===== config.mk =====
export PLATFORM = sky130hd
export DESIGN_NAME = nv_nvdla_sdp_rdma_ig_cdt
export DESIGN_NICKNAME = d
export VERILOG_FILES = /design/src/rtl/nv_nvdla_sdp_rdma_ig_cdt.sv
export SDC_FILE = /design/constraint.sdc
export NUM_CORES = 1
export LEC_CHECK = 0
export BUFFER_PORTS_ARGS = -buffer_cell sky130_fd_sc_hd__buf_2
export CAP_MARGIN = 0
export CORE_MARGIN = 3
export CORE_UTILIZATION = 38
export DETAILED_ROUTE_END_ITERATION = 7
export GPL_TIMING_DRIVEN = 0
export PLACE_DENSITY = 0.64
export SYNTH_ARGS = -nofsm -noshare
export SYNTH_HDL_FRONTEND = slang
export SYNTH_SLANG_ARGS = --single-unit

===== constraint.sdc =====
create_clock -name nvdla_core_clk -period 13.1 [get_ports nvdla_core_clk]
set_input_delay 3.93 -clock nvdla_core_clk [delete_from_list [all_inputs] [get_ports nvdla_core_clk]]
set_output_delay 3.93 -clock nvdla_core_clk [all_outputs]
set_load 0.02 [all_outputs]

===== src/rtl/nv_nvdla_sdp_rdma_ig_cdt.sv =====
// SDP read-DMA ingress engine with credit-based flow control.
// Walks a 3-D surface (atoms x lines x surfaces), splits each line into
// bursts of at most BURST_MAX atoms, and issues each burst as a DMA read
// request with a matching context-queue entry pushed in the same cycle.
// Issue is gated by a credit counter that mirrors free latency-FIFO entries.
module nv_nvdla_sdp_rdma_ig_cdt #(
  parameter int AW        = 64,
  parameter int AM_AW     = 5,
  parameter int LAT_DEPTH = 160,
  parameter int BURST_MAX = 8
) (
  input  logic                   nvdla_core_clk,
  input  logic                   nvdla_core_rst,
  input  logic                   op_load,
  input  logic [AW-AM_AW-1:0]    reg2dp_base_addr,
  input  logic [32-AM_AW-1:0]    reg2dp_line_stride,
  input  logic [32-AM_AW-1:0]    reg2dp_surface_stride,
  input  logic [12:0]            reg2dp_width,
  input  logic [12:0]            reg2dp_height,
  input  logic [12:0]            reg2dp_surf_num,
  input  logic                   reg2dp_perf_dma_en,
  output logic                   dma_rd_req_vld,
  input  logic                   dma_rd_req_rdy,
  output logic [AW+15-1:0]       dma_rd_req_pd,
  output logic                   ig2cq_pvld,
  input  logic                   ig2cq_prdy,
  output logic [15:0]            ig2cq_pd,
  input  logic                   cdt_pop,
  output logic                   ig_done,
  output logic                   busy,
  output logic [31:0]            dp2reg_rdma_stall
);

  localparam int LW = AW - AM_AW;               // atom-address width
  localparam int SW = 32 - AM_AW;               // stride width
  localparam int CW = $clog2(LAT_DEPTH + 1);    // credit counter width

  localparam logic [CW-1:0] CDT_INIT = CW'(LAT_DEPTH);
  localparam logic [CW:0]   CDT_MAX  = (CW+1)'(LAT_DEPTH);
  localparam logic [13:0]   BM_ATOMS = 14'(BURST_MAX);
  localparam logic [14:0]   BM_M1    = 15'(BURST_MAX - 1);
  localparam logic [12:0]   BM_STEP  = 13'(BURST_MAX);

  typedef enum logic {IDLE, RUN} state_t;

  // Layer configuration captured at op_load so register writes during a
  // layer cannot disturb the walk in progress.
  typedef struct packed {
    logic [LW-1:0] base;
    logic [SW-1:0] line_stride;
    logic [SW-1:0] surf_stride;
    logic [12:0]   width;
    logic [12:0]   height;
    logic [12:0]   surf_num;
  } cfg_t;

  state_t        state_q, state_d;
  cfg_t          cfg;
  logic [12:0]   x_cnt, y_cnt, s_cnt;
  logic [LW-1:0] line_addr, surf_addr;
  logic [CW-1:0] credit_cnt;

  logic          run;
  logic          load_go;
  logic [13:0]   rem;
  logic          x_last, y_last, s_last, is_last;
  logic [14:0]   size_m1;
  logic [15:0]   atoms;
  logic          credit_ok;
  logic          fire;
  logic [LW-1:0] req_line;
  logic [LW-1:0] surf_nxt;
  logic [CW:0]   cdt_take;
  logic [CW:0]   cdt_sum;

  assign run     = (state_q == RUN);
  // op_load is only honoured between layers.
  assign load_go = op_load & ~run;

  // Chunk sizing: whatever is left in the line, capped at one burst.
  assign rem     = {1'b0, cfg.width} - {1'b0, x_cnt} + 14'd1;
  assign x_last  = (rem <= BM_ATOMS);
  assign size_m1 = x_last ? 15'(rem - 14'd1) : BM_M1;
  assign atoms   = 16'(size_m1) + 16'd1;
  assign y_last  = (y_cnt == cfg.height);
  assign s_last  = (s_cnt == cfg.surf_num);
  assign is_last = x_last & y_last & s_last;

  // Both sides must be able to accept before either sees a valid, so the
  // DMA request and the context entry always move together.
  assign credit_ok      = (32'(credit_cnt) >= 32'(atoms));
  assign dma_rd_req_vld = run & credit_ok & ig2cq_prdy;
  assign ig2cq_pvld     = run & credit_ok & dma_rd_req_rdy;
  assign fire           = dma_rd_req_vld & dma_rd_req_rdy;

  assign req_line = line_addr + LW'(x_cnt);
  assign surf_nxt = surf_addr + LW'(cfg.surf_stride);

  // Payloads derive only from state that advances on fire, so they hold
  // steady under backpressure; they read zero outside a layer.
  assign dma_rd_req_pd = run ? {size_m1, req_line, {AM_AW{1'b0}}} : '0;
  assign ig2cq_pd      = run ? {is_last, size_m1} : '0;
  assign busy          = run;

  // State register.
  always_ff @(posedge nvdla_core_clk or posedge nvdla_core_rst) begin
    if (nvdla_core_rst) state_q <= IDLE;
    else                state_q <= state_d;
  end

  // Next state: start on op_load, finish when the final chunk is accepted.
  always_comb begin
    state_d = state_q;
    case (state_q)
      IDLE:    if (op_load)         state_d = RUN;
      RUN:     if (fire && is_last) state_d = IDLE;
      default:                      state_d = IDLE;
    endcase
  end

  // Latch the layer configuration at layer start.
  always_ff @(posedge nvdla_core_clk or posedge nvdla_core_rst) begin
    if (nvdla_core_rst) begin
      cfg <= '0;
    end else if (load_go) begin
      cfg.base        <= reg2dp_base_addr;
      cfg.line_stride <= reg2dp_line_stride;
      cfg.surf_stride <= reg2dp_surface_stride;
      cfg.width       <= reg2dp_width;
      cfg.height      <= reg2dp_height;
      cfg.surf_num    <= reg2dp_surf_num;
    end
  end

  // Surface walker: advance x by a burst, then line, then surface. Address
  // sums wrap naturally at the atom-address width.
  always_ff @(posedge nvdla_core_clk or posedge nvdla_core_rst) begin
    if (nvdla_core_rst) begin
      x_cnt     <= '0;
      y_cnt     <= '0;
      s_cnt     <= '0;
      line_addr <= '0;
      surf_addr <= '0;
    end else if (load_go) begin
      x_cnt     <= '0;
      y_cnt     <= '0;
      s_cnt     <= '0;
      line_addr <= reg2dp_base_addr;
      surf_addr <= reg2dp_base_addr;
    end else if (fire) begin
      if (!x_last) begin
        x_cnt <= x_cnt + BM_STEP;
      end else begin
        x_cnt <= '0;
        if (!y_last) begin
          y_cnt     <= y_cnt + 13'd1;
          line_addr <= line_addr + LW'(cfg.line_stride);
        end else begin
          y_cnt     <= '0;
          s_cnt     <= s_cnt + 13'd1;
          surf_addr <= surf_nxt;
          line_addr <= surf_nxt;
        end
      end
    end
  end

  // Credits: consumed per atom on issue, returned one per cdt_pop. Not
  // touched by op_load since the previous layer may still have data in
  // flight. A return that would exceed LAT_DEPTH is clamped.
  assign cdt_take = fire ? (CW+1)'(atoms) : '0;
  assign cdt_sum  = {1'b0, credit_cnt} - cdt_take + (CW+1)'(cdt_pop);

  always_ff @(posedge nvdla_core_clk or posedge nvdla_core_rst) begin
    if (nvdla_core_rst)          credit_cnt <= CDT_INIT;
    else if (cdt_sum > CDT_MAX)  credit_cnt <= CDT_INIT;
    else                         credit_cnt <= cdt_sum[CW-1:0];
  end

  // More returns than entries ever handed out means the consumer is broken.
  cdt_overflow_a: assert property (
    @(posedge nvdla_core_clk) disable iff (nvdla_core_rst) cdt_sum <= CDT_MAX);

  // Done pulse one cycle after the final chunk is accepted.
  always_ff @(posedge nvdla_core_clk or posedge nvdla_core_rst) begin
    if (nvdla_core_rst) ig_done <= 1'b0;
    else                ig_done <= fire & is_last;
  end

  // Stall counter: cycles a request waits on the DMA port, saturating.
  always_ff @(posedge nvdla_core_clk or posedge nvdla_core_rst) begin
    if (nvdla_core_rst) begin
      dp2reg_rdma_stall <= '0;
    end else if (load_go) begin
      dp2reg_rdma_stall <= '0;
    end else if (reg2dp_perf_dma_en && dma_rd_req_vld && !dma_rd_req_rdy &&
                 dp2reg_rdma_stall != 32'hFFFF_FFFF) begin
      dp2reg_rdma_stall <= dp2reg_rdma_stall + 32'd1;
    end
  end

endmodule


======== Word level (Yosys, flattened, before mapping) ========
Index checks and enable logic that the tools add are counted.
storage, ports and cells
  flip-flop bits (word level) ............. 292
  output and inout bits ................... 131
cells by class
  add/sub/neg operators ................... 13
  magnitude comparators ................... 3
  eq/ne operators ......................... 3
  multiplexer cells ....................... 29
  bitwise logic cells ..................... 9
  reduce and logical (&&, ||, !) cells .... 11
operators by type and width
  kind                                                                    number
  59-bit 2-to-1 mux                                                       8
  13-bit 2-to-1 mux                                                       11
  59-bit by 27-bit adder with 59-bit output                               2
  79-bit 2-to-1 mux                                                       1
  32-bit 2-to-1 mux                                                       2
  59-bit by 13-bit adder with 59-bit output                               1
  32-bit by 1-bit adder with 32-bit output, second input constant         1
  32-bit inequality test, second input constant                           1
  13-bit by 1-bit adder with 13-bit output, second input constant         2
  13-bit equality test                                                    2
  15-bit by 1-bit adder with 16-bit output, second input constant         1
  8-bit by 16-bit >= comparator with 1-bit output                         1
  16-bit 2-to-1 mux                                                       1
  15-bit 2-to-1 mux                                                       1
  14-bit by 1-bit subtractor with 15-bit output, second input constant    1
  14-bit by 1-bit adder with 14-bit output, second input constant         1
  14-bit by 4-bit <= comparator with 1-bit output, second input constant  1
  13-bit by 13-bit subtractor with 14-bit output                          1
  13-bit by 4-bit adder with 13-bit output, second input constant         1
  9-bit by 1-bit adder with 9-bit output                                  1
  9-bit by 8-bit > comparator with 1-bit output, second input constant    1
  9-bit 2-to-1 mux                                                        1
  8-bit by 9-bit subtractor with 9-bit output                             1
  1-bit bitwise AND                                                       8
  9 further kinds                                                         16

======== Logic depth before layout (Yosys ltp) ========
  word-level depth ........................ 14
  gate-level depth with buffers ........... 42
  depth with buffers taken out ............ 38

======== Worst setup path after synthesis ========
OpenSTA, ideal clock, no wires.
  path kind ............................... reg-to-output
  start ................................... register cfg[26] (netlist name)
  end ..................................... output dma_rd_req_vld
  data arrival time ....................... 5.429 ns
  slack ................................... 3.741 ns
  cell stages (with the launch flop) ...... 24
  path buffers ............................ 2
  path through ............................ dfrtp_1 ha_1 inv_1 fa_1 and2b_1 o211ai_1 a211o_1 a21boi_0 o211ai_1 a2111o_1 or3_1 buf_4 buf_2 nor2_1 inv_1 ha_1 a311oi_4 o21ai_0 ha_1 o21a_1 o2111ai_1 o22ai_1 nand2_1 nor2_1
on the way
  word-level cells in the longest chain between the ends .. 8
ends and longest elaborated chain
  element                                                                                                           line    source
  from (decl)                                                                                                       58      cfg_t cfg;
  13-bit by 13-bit subtractor with 14-bit output *                                                                  81      assign rem = {1'b0, cfg.width} - {1'b0, x_cnt} + 14'd1;
  14-bit by 1-bit adder with 14-bit output *                                                                        81
  14-bit by 1-bit subtractor with 15-bit output or 14-bit by 4-bit <= comparator with 1-bit output (tied branches)  83, 82
  15-bit 2-to-1 mux *                                                                                               83      assign size_m1 = x_last ? 15'(rem - 14'd1) : BM_M1;
  15-bit by 1-bit adder with 16-bit output *                                                                        84      assign atoms = 16'(size_m1) + 16'd1;
  8-bit by 16-bit >= comparator with 1-bit output *                                                                 91      assign credit_ok = (32'(credit_cnt) >= 32'(atoms));
  1-bit bitwise AND * (2 in a row)                                                                                  92      assign dma_rd_req_vld = run & credit_ok & ig2cq_prdy;
  to (decl)                                                                                                         22      output logic dma_rd_req_vld,
Mark *: on every way between the ends. The rest lies on a longest branch, timed or not.

======== Final worst setup path ========
  start ................................... register x_cnt[8]
  end ..................................... output dma_rd_req_vld
on the way
  word-level cells in the longest chain between the ends .. 8
ends and longest elaborated chain
  element                                                                                                           line    source
  from (decl)                                                                                                       59      logic [12:0] x_cnt, y_cnt, s_cnt;
  from (signal assigned)                                                                                            152     x_cnt <= x_cnt + BM_STEP;
  13-bit by 13-bit subtractor with 14-bit output *                                                                  81
  14-bit by 1-bit adder with 14-bit output *                                                                        81
  14-bit by 1-bit subtractor with 15-bit output or 14-bit by 4-bit <= comparator with 1-bit output (tied branches)  83, 82
  15-bit 2-to-1 mux *                                                                                               83
  15-bit by 1-bit adder with 16-bit output *                                                                        84
  8-bit by 16-bit >= comparator with 1-bit output *                                                                 91
  1-bit bitwise AND * (2 in a row)                                                                                  92
Marks and branches as above.

==> flow_summary.ini <==
[status]
outcome = finished clean

[cts]
clock_path_buffers = 3
cts_setup_buffers = 0
worstSkewPairLatency_ps = 580
clkTransAtPathRegs_ps = 60
root_buffer = clkbuf_16
htreeDepth = 2
cts_num_sinks = 289
cts_made_buffers = 37
cts_resized = 0
hold_buffers = 0
cts_tree = built

[logic_synthesis]
synth_xor_area_share_pct = 7.60
synth_flop_cell = dfrtp_1
ys_top_cells_by_area = dfrtp_1 (34%), nand2_1 (8.0%), ha_1 (6.8%)
async_reset_ff_share_pct = 100
yosysTopAreaCell = dfrtp_1
ys_seq_area_share_pct = 34.1
synth_area_mm2 = 0.0212
ys_warn_count = 0
synth_cell_types = 97
synth_edf_count = 0
yosys.area_share.simple_pct = 25.2
avgSynthCellArea_um2 = 8.17
synth_cells = 2598
synthMuxAreaShare_pct = 2.45
synthAdderAreaFrac_pct = 7.22
yosys.area.top_type_share_pct = 33.9
synth_compound_area_share_pct = 18.8
ys_ff_latch = 289
synth_top_family_by_area = simple AND/OR/NAND/NOR gates

[route]
vias = 21800
drt_iter0_markers = 2173
drcViolationCount = 0
met2_length_um = 37800
firstDrtPassIters = 6
detail_route.wl_per_cell_um = 23.4
highest_layer = met4
viasPerCell = 5.90
route.met3.wl_um = 7730
drt-total-wl_um = 86500
ant_nets = 0
wl_met1_um = 36800

[hold_path]
hold_path_class = reg2reg
whs_path_depth = 2
min_from = cfg[33]$_DFFE_PP0P_

[critical_path]
cp.arrival_ps = 7280
path_buf_inv = 6
rr_worst_depth = 41
cp.required_ps = 9170
cp_max_fo = 10
critPathMostFrequentCell = ha_1
startpoint_type = flop
slowest_stage = a311oi_4
crit_path_start = x_cnt[8]$_DFFE_PP0P_
rrSetupSlack_ps = 2930
path_depth = 24
end_kind = output pin
r2r-start = x_cnt[8]$_DFFE_PP0P_
critical_path.max_stage_delay_ps = 560
path_class = reg2out
cp_top_family = compound AO/OA/AOI/OAI gates
crit_path_cell_trace = inv_1 -> ha_1 -> ha_1 -> clkbuf_1 -> nand4_1 -> a211oi_1 -> a31oi_1 -> a2111o_1 -> and3_1 -> or3_1 -> buf_4 -> buf_2 -> nor2_1 -> inv_1 -> ha_1 -> a311oi_4 -> o21ai_0 -> ha_1 -> o21a_1 -> o2111ai_1 -> o22ai_1 -> nand2_1 -> nor2_1 -> buf_2

[power]
vdd_drop_max_uv = 76.1
pwr-share-clk_pct = 37.1
swShare_pct = 35.4
combPwrFrac_pct = 28.3
cellLeakagePower_nw = 11.6
p_sw_mw = 1.03
p_per_area_mw_per_mm2 = 116
internal_power_mw = 1.87
seq_power_share_pct = 34.6

[global_route]
grt_overflow = 0
grt_pass1_vias = 21400
grt_pass1_wl_um = 131000
grt_max_degree = 121
grt_antenna_before_repair = 5
grtUsageTotal_pct = 28.7

[place]
dp_hpwl_um = 65900
gp_congestion = 0.973
portBuffers = 284

[floorplan]
ioPinCount = 290
initial_core_util_pct = 38.9
die-width_um = 242
num_rows = 85
die_h_um = 242
core_mm2 = 0.0546
die_area_mm2 = 0.0587

[timing]
whs_ps = 483
slew_headroom_pct = 6.48
post-route-period-util_pct = 85.6
setup_viol = 0
slew_violations = 0
min_period_ps = 11210
grt_setup_unrepaired = no
max_freq_mhz = 89.2
hold_violations = 0
worst_pin_slew_ps = 1400
finClkSkew_ps = 25.8

[finish]
nFillCells = 5461
layout_commonest_cell = nand2_1
layout-drive-gt1-share_pct = 15.3
fin_nets = 3211
area_delta_synth_final_pct = 17.4
finalCoreUtilization_pct = 45.6
layout_common_cells = nand2_1 (453), buf_2 (298), dfrtp_1 (287), nor2_1 (219), a21oi_1 (152)

[run]
cap_violations = 0
==> worst register-to-register path, delay by kind of cell, from the launching register on <==
kind            cells  cell delay [ps]
compound gates     15             3560
fa+ha+maj           7             2100
simple gates        9             2030
buf+inv             9             1660
flops               1              440
xor+xnor            1              320
==> worst paths after layout <==
path | end
setup / recovery | dma_rd_req_vld
hold / removal | cfg[33]$_DFFE_PP0P_
setup reg to reg | credit_cnt[2]$_DFF_PP0_
hold reg to reg | cfg[33]$_DFFE_PP0P_
max in group asynchronous | cfg[3]$_DFFE_PP0P_
min in group asynchronous | dp2reg_rdma_stall[20]$_DFFE_PP0P_
==> registers in the layout, summed over array words and instances (netlist names) <==
signal and cells:
surf_addr 59, dp2reg_rdma_stall 32, y_cnt 13, line_addr 59, x_cnt 10, cfg 93
credit_cnt 8, s_cnt 13, ig_done 1, busy 1
==> power groups by stage <==
stage                     logic, mW  clock network (mW)  registers (mW)
after floorplan               0.558                   0            1.00
after global placement        0.787                   0            1.02
after detailed placement      0.807                   0            1.02
after CTS                     0.813                1.08            1.00
after global routing          0.901                1.11            1.01
final                         0.822                1.07            1.00
==> logic make-up (layout without fill, tap and decap cells) <==
family	after synthesis	count (layout)
buffers and inverters	228	577
AO/OA/AOI/OAI	606	606
flip-flops	289	289
adder cells (fa/ha/maj)	120	120
multiplexers	51	51
other	2	15
XOR/XNOR	184	184
AND/OR/NAND/NOR	1118	1118
==> cell usage after synthesis, types with 30 or more instances <==
library cell  count
ha_1            116
nor2_1          219
nand4_1          57
xnor2_1         118
a21o_1           31
o21ai_0         136
nand3_1          76
inv_1            76
or3_1            30
xor2_1           66
clkbuf_1        104
a21oi_1         152
or4_1            34
nor3_1           61
mux2i_1          44
nand2_1         453
dfrtp_1         287
o31ai_1          36
and3_1           55
a31oi_1          32
==> routing by layer <==
layer / GRT usage [%] / up-vias
met1: 38.9 / 10600
met2: 44.5 / 1101
met3: 5.39 / 208
li1: - / 9935
met4: 12.8 / 0
met5: 0 / -
==> metrics by stage <==
step	instance area [um^2]	power, mW	TNS [ps]	worst slack, ps	cells
4_1_cts	24900	2.90	0	1950	3694
2_1_floorplan	21200	1.56	0	1200	2606
3_3_place_gp	23600	1.80	-775180	-2740	3629
3_5_place_dp	23700	1.82	0	2580	3632
5_1_grt	24900	3.02	0	1350	3699
6_report	24900	2.90	0	1890	3699
==> layout make-up <==
type / count / area (um^2) / area share [%]
diodes: 5 / 12.5 / 0.0502
plain buffers: 151 / 697 / 2.80
clock buffers: 52 / 1090 / 4.40
clock inverters: 10 / 129 / 0.518
inverters: 77 / 297 / 1.19
multi-input cells: 2089 / 13000 / 52.3
flip-flops and latches: 289 / 7230 / 29.1
well taps: 739 / 925 / 3.71
repair buffers: 287 / 1480 / 5.96
No activity file was read; power rests on OpenSTA's default activity.
